==> src/rtl/mem_bus_arbiter_if.sv <==
// Bus bundle between the two CPU ports, the arbiter and the memory controller.
// The slave modport is the arbiter's view; master is the CPU/memory side.
interface mem_bus_arbiter_if;
    logic        m0_req_in,     m1_req_in;
    logic [31:0] m0_addr_in,    m1_addr_in;
    logic [31:0] m0_wr_data_in, m1_wr_data_in;
    logic        m0_we_in,      m1_we_in;
    logic        m0_lock_in,    m1_lock_in;
    logic        m0_gnt_out,    m1_gnt_out;
    logic [31:0] m0_rd_data_out, m1_rd_data_out;
    logic        m0_rvalid_out, m1_rvalid_out;
    logic [31:0] mem_addr_out;
    logic [31:0] mem_wr_data_out;
    logic        mem_we_out;
    logic [31:0] mem_rd_data_in;

    modport slave (
        input  m0_req_in, m1_req_in, m0_addr_in, m1_addr_in,
        input  m0_wr_data_in, m1_wr_data_in, m0_we_in, m1_we_in,
        input  m0_lock_in, m1_lock_in, mem_rd_data_in,
        output m0_gnt_out, m1_gnt_out, m0_rd_data_out, m1_rd_data_out,
        output m0_rvalid_out, m1_rvalid_out,
        output mem_addr_out, mem_wr_data_out, mem_we_out
    );

    modport master (
        output m0_req_in, m1_req_in, m0_addr_in, m1_addr_in,
        output m0_wr_data_in, m1_wr_data_in, m0_we_in, m1_we_in,
        output m0_lock_in, m1_lock_in, mem_rd_data_in,
        input  m0_gnt_out, m1_gnt_out, m0_rd_data_out, m1_rd_data_out,
        input  m0_rvalid_out, m1_rvalid_out,
        input  mem_addr_out, mem_wr_data_out, mem_we_out
    );
endinterface

==> src/rtl/mem_bus_arbiter.sv <==
// Round-robin arbiter for two CPU ports onto one memory bus, with bounded
// bus lock and a fixed-latency read tag pipeline routing rd_data back.
//
// lock state | meaning
// LK_NONE    | no port holds the bus; ties resolved round-robin
// LK_M0      | m0 holds the lock; wins ties while r_lock_cnt < MAX_LOCK
// LK_M1      | m1 holds the lock; wins ties while r_lock_cnt < MAX_LOCK
module mem_bus_arbiter #(
    parameter int RD_LATENCY = 1,
    parameter int MAX_LOCK   = 8
) (
    input logic              clk_in,
    input logic              rst_in,
    mem_bus_arbiter_if.slave bus
);
    localparam int            CW       = $clog2(MAX_LOCK + 1);
    localparam logic [CW-1:0] LOCK_CAP = CW'(MAX_LOCK);
    localparam logic [CW-1:0] CNT_ONE  = CW'(1);

    typedef enum logic [1:0] {
        LK_NONE = 2'd0,
        LK_M0   = 2'd1,
        LK_M1   = 2'd2
    } lock_e;

    lock_e                 r_lock, w_lock_nxt, w_gnt_owner;
    logic [CW-1:0]         r_lock_cnt, w_lock_cnt_nxt;
    logic                  r_last_gnt;
    logic [RD_LATENCY-1:0] r_tag_v, r_tag_id;
    logic                  w_gnt0, w_gnt1, w_gnt_any, w_gnt_id;
    logic                  w_gnt_lock, w_gnt_we, w_lock_hold, w_tag_new;

    assign w_lock_hold = (r_lock != LK_NONE) && (r_lock_cnt < LOCK_CAP);

    // Grants are gated by reset directly so they drop asynchronously.
    always_comb begin
        w_gnt0 = 1'b0;
        w_gnt1 = 1'b0;
        if (!rst_in) begin
            if (bus.m0_req_in && bus.m1_req_in) begin
                if (w_lock_hold) begin
                    w_gnt0 = (r_lock == LK_M0);
                    w_gnt1 = (r_lock == LK_M1);
                end else begin
                    w_gnt0 = r_last_gnt;
                    w_gnt1 = ~r_last_gnt;
                end
            end else begin
                w_gnt0 = bus.m0_req_in;
                w_gnt1 = bus.m1_req_in;
            end
        end
    end

    assign w_gnt_any  = w_gnt0 | w_gnt1;
    assign w_gnt_id   = w_gnt1;
    assign w_gnt_lock = w_gnt1 ? bus.m1_lock_in : bus.m0_lock_in;
    assign w_gnt_we   = w_gnt1 ? bus.m1_we_in : bus.m0_we_in;
    assign w_tag_new  = w_gnt_any & ~w_gnt_we;

    always_comb begin
        w_gnt_owner    = w_gnt_id ? LK_M1 : LK_M0;
        w_lock_nxt     = r_lock;
        w_lock_cnt_nxt = r_lock_cnt;
        if (w_gnt_any) begin
            if (!w_gnt_lock) begin
                w_lock_nxt     = LK_NONE;
                w_lock_cnt_nxt = '0;
            end else if (r_lock == w_gnt_owner) begin
                if (r_lock_cnt < LOCK_CAP) begin
                    w_lock_cnt_nxt = r_lock_cnt + CNT_ONE;
                end
            end else begin
                w_lock_nxt     = w_gnt_owner;
                w_lock_cnt_nxt = CNT_ONE;
            end
        end
    end

    always_ff @(posedge clk_in or posedge rst_in) begin
        if (rst_in) begin
            r_lock     <= LK_NONE;
            r_lock_cnt <= '0;
            r_last_gnt <= 1'b1;
        end else begin
            r_lock     <= w_lock_nxt;
            r_lock_cnt <= w_lock_cnt_nxt;
            if (w_gnt_any) begin
                r_last_gnt <= w_gnt_id;
            end
        end
    end

    generate
        if (RD_LATENCY == 1) begin : g_tag_one
            always_ff @(posedge clk_in or posedge rst_in) begin
                if (rst_in) begin
                    r_tag_v  <= '0;
                    r_tag_id <= '0;
                end else begin
                    r_tag_v  <= w_tag_new;
                    r_tag_id <= w_gnt_id;
                end
            end
        end else begin : g_tag_many
            always_ff @(posedge clk_in or posedge rst_in) begin
                if (rst_in) begin
                    r_tag_v  <= '0;
                    r_tag_id <= '0;
                end else begin
                    r_tag_v  <= {r_tag_v[RD_LATENCY-2:0], w_tag_new};
                    r_tag_id <= {r_tag_id[RD_LATENCY-2:0], w_gnt_id};
                end
            end
        end
    endgenerate

    assign bus.m0_gnt_out      = w_gnt0;
    assign bus.m1_gnt_out      = w_gnt1;
    assign bus.mem_addr_out    = w_gnt0 ? bus.m0_addr_in :
                                 (w_gnt1 ? bus.m1_addr_in : 32'd0);
    assign bus.mem_wr_data_out = w_gnt0 ? bus.m0_wr_data_in :
                                 (w_gnt1 ? bus.m1_wr_data_in : 32'd0);
    assign bus.mem_we_out      = (w_gnt0 & bus.m0_we_in) | (w_gnt1 & bus.m1_we_in);
    assign bus.m0_rd_data_out  = bus.mem_rd_data_in;
    assign bus.m1_rd_data_out  = bus.mem_rd_data_in;
    assign bus.m0_rvalid_out   = r_tag_v[RD_LATENCY-1] & ~r_tag_id[RD_LATENCY-1];
    assign bus.m1_rvalid_out   = r_tag_v[RD_LATENCY-1] & r_tag_id[RD_LATENCY-1];
endmodule

==> src/flat_wrapper.sv <==
// flat-port wrapper written by rule: the top's interface ports become plain ports
module mem_bus_arbiter_flat 
#(
    parameter int RD_LATENCY = 1,
    parameter int MAX_LOCK   = 8
)
  (clk_in, rst_in, bus_m0_req_in, bus_m1_req_in, bus_m0_addr_in, bus_m1_addr_in, bus_m0_wr_data_in, bus_m1_wr_data_in, bus_m0_we_in, bus_m1_we_in, bus_m0_lock_in, bus_m1_lock_in, bus_mem_rd_data_in, bus_m0_gnt_out, bus_m1_gnt_out, bus_m0_rd_data_out, bus_m1_rd_data_out, bus_m0_rvalid_out, bus_m1_rvalid_out, bus_mem_addr_out, bus_mem_wr_data_out, bus_mem_we_out);
  mem_bus_arbiter_if bus_i ();
  input logic clk_in;
  input logic rst_in;
  input wire logic [$bits(bus_i.m0_req_in)-1:0] bus_m0_req_in;
  input wire logic [$bits(bus_i.m1_req_in)-1:0] bus_m1_req_in;
  input wire logic [$bits(bus_i.m0_addr_in)-1:0] bus_m0_addr_in;
  input wire logic [$bits(bus_i.m1_addr_in)-1:0] bus_m1_addr_in;
  input wire logic [$bits(bus_i.m0_wr_data_in)-1:0] bus_m0_wr_data_in;
  input wire logic [$bits(bus_i.m1_wr_data_in)-1:0] bus_m1_wr_data_in;
  input wire logic [$bits(bus_i.m0_we_in)-1:0] bus_m0_we_in;
  input wire logic [$bits(bus_i.m1_we_in)-1:0] bus_m1_we_in;
  input wire logic [$bits(bus_i.m0_lock_in)-1:0] bus_m0_lock_in;
  input wire logic [$bits(bus_i.m1_lock_in)-1:0] bus_m1_lock_in;
  input wire logic [$bits(bus_i.mem_rd_data_in)-1:0] bus_mem_rd_data_in;
  output wire logic [$bits(bus_i.m0_gnt_out)-1:0] bus_m0_gnt_out;
  output wire logic [$bits(bus_i.m1_gnt_out)-1:0] bus_m1_gnt_out;
  output wire logic [$bits(bus_i.m0_rd_data_out)-1:0] bus_m0_rd_data_out;
  output wire logic [$bits(bus_i.m1_rd_data_out)-1:0] bus_m1_rd_data_out;
  output wire logic [$bits(bus_i.m0_rvalid_out)-1:0] bus_m0_rvalid_out;
  output wire logic [$bits(bus_i.m1_rvalid_out)-1:0] bus_m1_rvalid_out;
  output wire logic [$bits(bus_i.mem_addr_out)-1:0] bus_mem_addr_out;
  output wire logic [$bits(bus_i.mem_wr_data_out)-1:0] bus_mem_wr_data_out;
  output wire logic [$bits(bus_i.mem_we_out)-1:0] bus_mem_we_out;
  assign bus_i.m0_req_in = bus_m0_req_in;
  assign bus_i.m1_req_in = bus_m1_req_in;
  assign bus_i.m0_addr_in = bus_m0_addr_in;
  assign bus_i.m1_addr_in = bus_m1_addr_in;
  assign bus_i.m0_wr_data_in = bus_m0_wr_data_in;
  assign bus_i.m1_wr_data_in = bus_m1_wr_data_in;
  assign bus_i.m0_we_in = bus_m0_we_in;
  assign bus_i.m1_we_in = bus_m1_we_in;
  assign bus_i.m0_lock_in = bus_m0_lock_in;
  assign bus_i.m1_lock_in = bus_m1_lock_in;
  assign bus_i.mem_rd_data_in = bus_mem_rd_data_in;
  assign bus_m0_gnt_out = bus_i.m0_gnt_out;
  assign bus_m1_gnt_out = bus_i.m1_gnt_out;
  assign bus_m0_rd_data_out = bus_i.m0_rd_data_out;
  assign bus_m1_rd_data_out = bus_i.m1_rd_data_out;
  assign bus_m0_rvalid_out = bus_i.m0_rvalid_out;
  assign bus_m1_rvalid_out = bus_i.m1_rvalid_out;
  assign bus_mem_addr_out = bus_i.mem_addr_out;
  assign bus_mem_wr_data_out = bus_i.mem_wr_data_out;
  assign bus_mem_we_out = bus_i.mem_we_out;
  mem_bus_arbiter #(.RD_LATENCY(RD_LATENCY), .MAX_LOCK(MAX_LOCK)) u_core (.clk_in(clk_in), .rst_in(rst_in), .bus(bus_i));
endmodule
==> config.mk <==
export PLATFORM = sky130hd
export DESIGN_NAME = mem_bus_arbiter_flat
export DESIGN_NICKNAME = d
export VERILOG_FILES = /design/src/rtl/mem_bus_arbiter_if.sv /design/src/rtl/mem_bus_arbiter.sv /design/src/flat_wrapper.sv
export SDC_FILE = /design/constraint.sdc
export NUM_CORES = 1
export LEC_CHECK = 0
export BUFFER_PORTS_ARGS = -buffer_cell sky130_fd_sc_hd__buf_2
export CAP_MARGIN = 10
export CORE_AREA = 2 2 115 117
export CTS_BUF_LIST = sky130_fd_sc_hd__clkbuf_16
export DETAILED_ROUTE_END_ITERATION = 6
export DIE_AREA = 0 0 117 119
export GPL_TIMING_DRIVEN = 0
export SYNTH_ARGS = -nofsm -noshare
export SYNTH_HDL_FRONTEND = slang
export SYNTH_SLANG_ARGS = --single-unit
==> constraint.sdc <==
create_clock -name clk_in -period 4 [get_ports clk_in]
set_input_delay 0.2 -clock clk_in [delete_from_list [all_inputs] [get_ports clk_in]]
set_output_delay 0.2 -clock clk_in [all_outputs]
set_load 0.02 [all_outputs]
==> key figures <==
Synthesis
  • Avg Inst Size Synth: 8.50 µm²
  • Post-synth EDFFs: 0
  • Synth cell types: 37
  • Net Count, Synth: around 370
  • Main synth FF type: dfrtp_1
  • Synth top area share: around 33%
  • Dominant cell type by area after synthesis: a22o_1
  • Yosys reg bits: 9
  • Post-Synthesis Cells: 205
  • Synth Warn #: 0
  • Sequential element share of the synthesized area: around an eighth
  • Mapped cell area: 1740 µm²
  • Fraction of registers with async set/reset: 100%
  • Top post-synthesis cells by area: a22o_1 33%, buf_4 28%, dfrtp_1 11%

Power and ir drop
  • Peak VDD IR: 0.148 mV
  • Pwr Density: 233 nW/µm²
  • Final Total Pwr: 790 µW
  • Leak Pwr: 2.05 nW

Routing
  • DRC Markers: 0
  • ANT nets after route: 0
  • First DRT Iteration DRCs: 96
  • Via density: around 3.8
  • Via Count: 2503
  • Drt first pass iters: 4
  • Total Routed Length: between 9000 and 10000 µm
  • Routed wire per std cell: 14.2 µm

Layout
  • Area growth from synthesis to layout: 94.8%
  • Share of layout cells above drive strength 1: between 70% and 80%
  • Final #Nets: around 650
  • Layout Cells excl Fill: 654
  • Fillers: about 1.4k
  • Ant diodes: 0

Floorplan
  • Core area: about 13000 µm²
  • Starting Density: 13.5%
  • Die area: 13900 µm²
  • Height of the die: ~120 µm
  • Die width: 117 µm
  • Io pins: 301
  • Row Count: 42

Timing
  • Final Hold Vio Count: 0
  • Max Slew Vio Count: 0
  • Final setup violation count: 0
  • TNS Setup: 0 ns
  • Clk_skew: between 0.0015 and 0.002 ns
  • Slew headroom: 64.7%
  • Final min period: 2.63 ns
  • Slew @ Worst Pin: between 0.5 and 0.6 ns
  • RSZ-0062 raised after global routing: false
  • Fmax: 380 MHz
  • Final worst-path cycle share: 65.9%

GRT
  • Vias in the first global route: 2204
  • First-pass GRT wire length: 12900 µm
  • Initial antenna violation count: 2
  • Gr ovfl total: 0
  • GRT Overall Usage: 12.0%
  • Largest net degree at the start of global routing: 12

Clock network
  • Clock root buffer: clkbuf_16
  • Worst-Skew Late Latency: 0.23 ns
  • CTS tree: done
  • CTS Sinks: 9
  • CTS resizes: 0
  • Worst-path clk slew: 0.04 ns
  • CTS H-tree depth: 1
  • CTS Buffer Depth: 2
  • Num CTS Buffers: 3

Outcome
  • Status: finished clean

Setup path
  • WP data required: approximately 3.8 ns
  • WP data arrival: between 2 and 2.5 ns
  • Worst path max stage delay: between 0.5 and 0.6 ns
  • Crit-path cells: dlygate4sd3_1 > buf_2 > nor2b_1 > o211ai_2 > inv_2 > clkbuf_1 > a22o_1 > buf_2
  • CP most frequent cell: buf_2
  • Worst-path fanout max: 10
  • Slowest CP cell: dlygate4sd3_1
  • Crit. End Element: output pin
  • CP Launch Type: input pin
  • WS Path Type: in2out

Place
  • Port Buffer Count: 268
  • Global placement routability congestion: 0.811
  • Placed Cells incl. Taps: roughly 650
  • Dpl hpwl: a little over 8000 µm

Flow run
  • MaxCap Viol Count: 0

Min path
  • Min-Delay Path Class: in2reg
[per-stage QoR]
stage               utilization, %  hold WS (ns)  area [µm²]  worst slack (ns)
floorplan                        -        0.0272        1740              2.02
global placement              25.7         0.231        3300              1.61
detailed placement            25.7         0.239        3300              1.61
CTS                           26.3         0.155        3390              1.32
global route                  26.3         0.159        3390              1.19
finish                        26.3         0.160        3390              1.37
[routing by layer]
metal,GRT usage [%],wire (µm),up-vias
li1,-,-,1263
met1,16.1,3890,1095
met2,20.8,4630,137
met3,2.44,745,4
met4,0.662,2,4
met5,0,21,-
[worst max-delay path: cells and delay by family]
family / cells / cell delay [ns]
compound gates: 2 / 0.48
buf+inv: 5 / 1.53
simple gates: 1 / 0.22
[power breakdown]
part	total, mW	switching, mW	leakage (nW)	internal (mW)
sequential	0.110	0.00863	0.116	0.102
clock	0.170	0.0400	0.0423	0.130
combinational	0.509	0.282	1.89	0.227
total	0.790	0.331	2.05	0.459
[state kept, by name (all words and copies together), names as in the netlist]
| register | flops |
|---|---|
| u_core.r_lock | 2 |
| u_core.r_tag_v | 1 |
| u_core.r_tag_id | 1 |
| u_core.r_last_gnt | 1 |
| u_core.r_lock_cnt | 4 |
[cells in the mapped netlist (3+ instances only)]
master and count:
a22o_1 65, buf_2 4, buf_4 64, buf_6 5, clkbuf_1 6, dfrtp_1 8, nand2_1 6, nand3b_1 4
nor2_1 3, nor2b_1 4
[path summary, 6_finish.rpt]
check                                               from                                to  slack [ns]  depth (start not counted)
max in group asynchronous                         rst_in     u_core.r_last_gnt$_DFFE_PP1P_        3.17                          3
max                                               rst_in              bus_mem_addr_out[20]        1.37                          8
min in group asynchronous                         rst_in  u_core.r_lock_cnt[2]$_DFFE_PP0P_        0.53                          3
min reg2reg                u_core.r_last_gnt$_DFFE_PP1P_     u_core.r_last_gnt$_DFFE_PP1P_        0.52                          1
max reg2reg                 u_core.r_lock[1]$_DFFE_PP0P_      u_core.r_lock[1]$_DFFE_PP0P_        2.06                          7
min                                         bus_m0_we_in          u_core.r_tag_v$_DFF_PP0_        0.16                          2
[cells by family after synthesis]
| family | count (synthesis) | share of synthesized area (%) |
|---|---|---|
| mux | 3 | 1.80 |
| flops | 9 | 13.0 |
| simple gates | 29 | 9.70 |
| fa+ha+maj | 1 | 0.718 |
| buf+inv | 82 | 33.9 |
| compound gates | 81 | 40.9 |
[cell usage in the layout (no fill, tap or decap), types with 3 or more instances in the layout]
cell type    n
nand2_1      6
nor2b_1      4
buf_4       64
a22o_1      65
nand3b_1     4
dfrtp_1      8
clkbuf_1     6
clkbuf_16    3
buf_6        5
buf_2      272
nor2_1       3
[layout make-up]
class	count	area, µm²	area share [%]
flip-flops and latches	9	226	6.68
well taps	176	220	6.49
multi-input cells	114	925	27.3
clock inverters	1	3.75	0.111
inverters	3	11.3	0.332
plain buffers	79	579	17.1
clock buffers	3	75.1	2.21
repair buffers	269	1350	39.8
[repair_timing]
item | CTS | global route
hold buffers | 1 | 0
setup buffers | 0 | 0
hold endpoints to repair | 7 | 0
(Power assumes the default switching activity.)
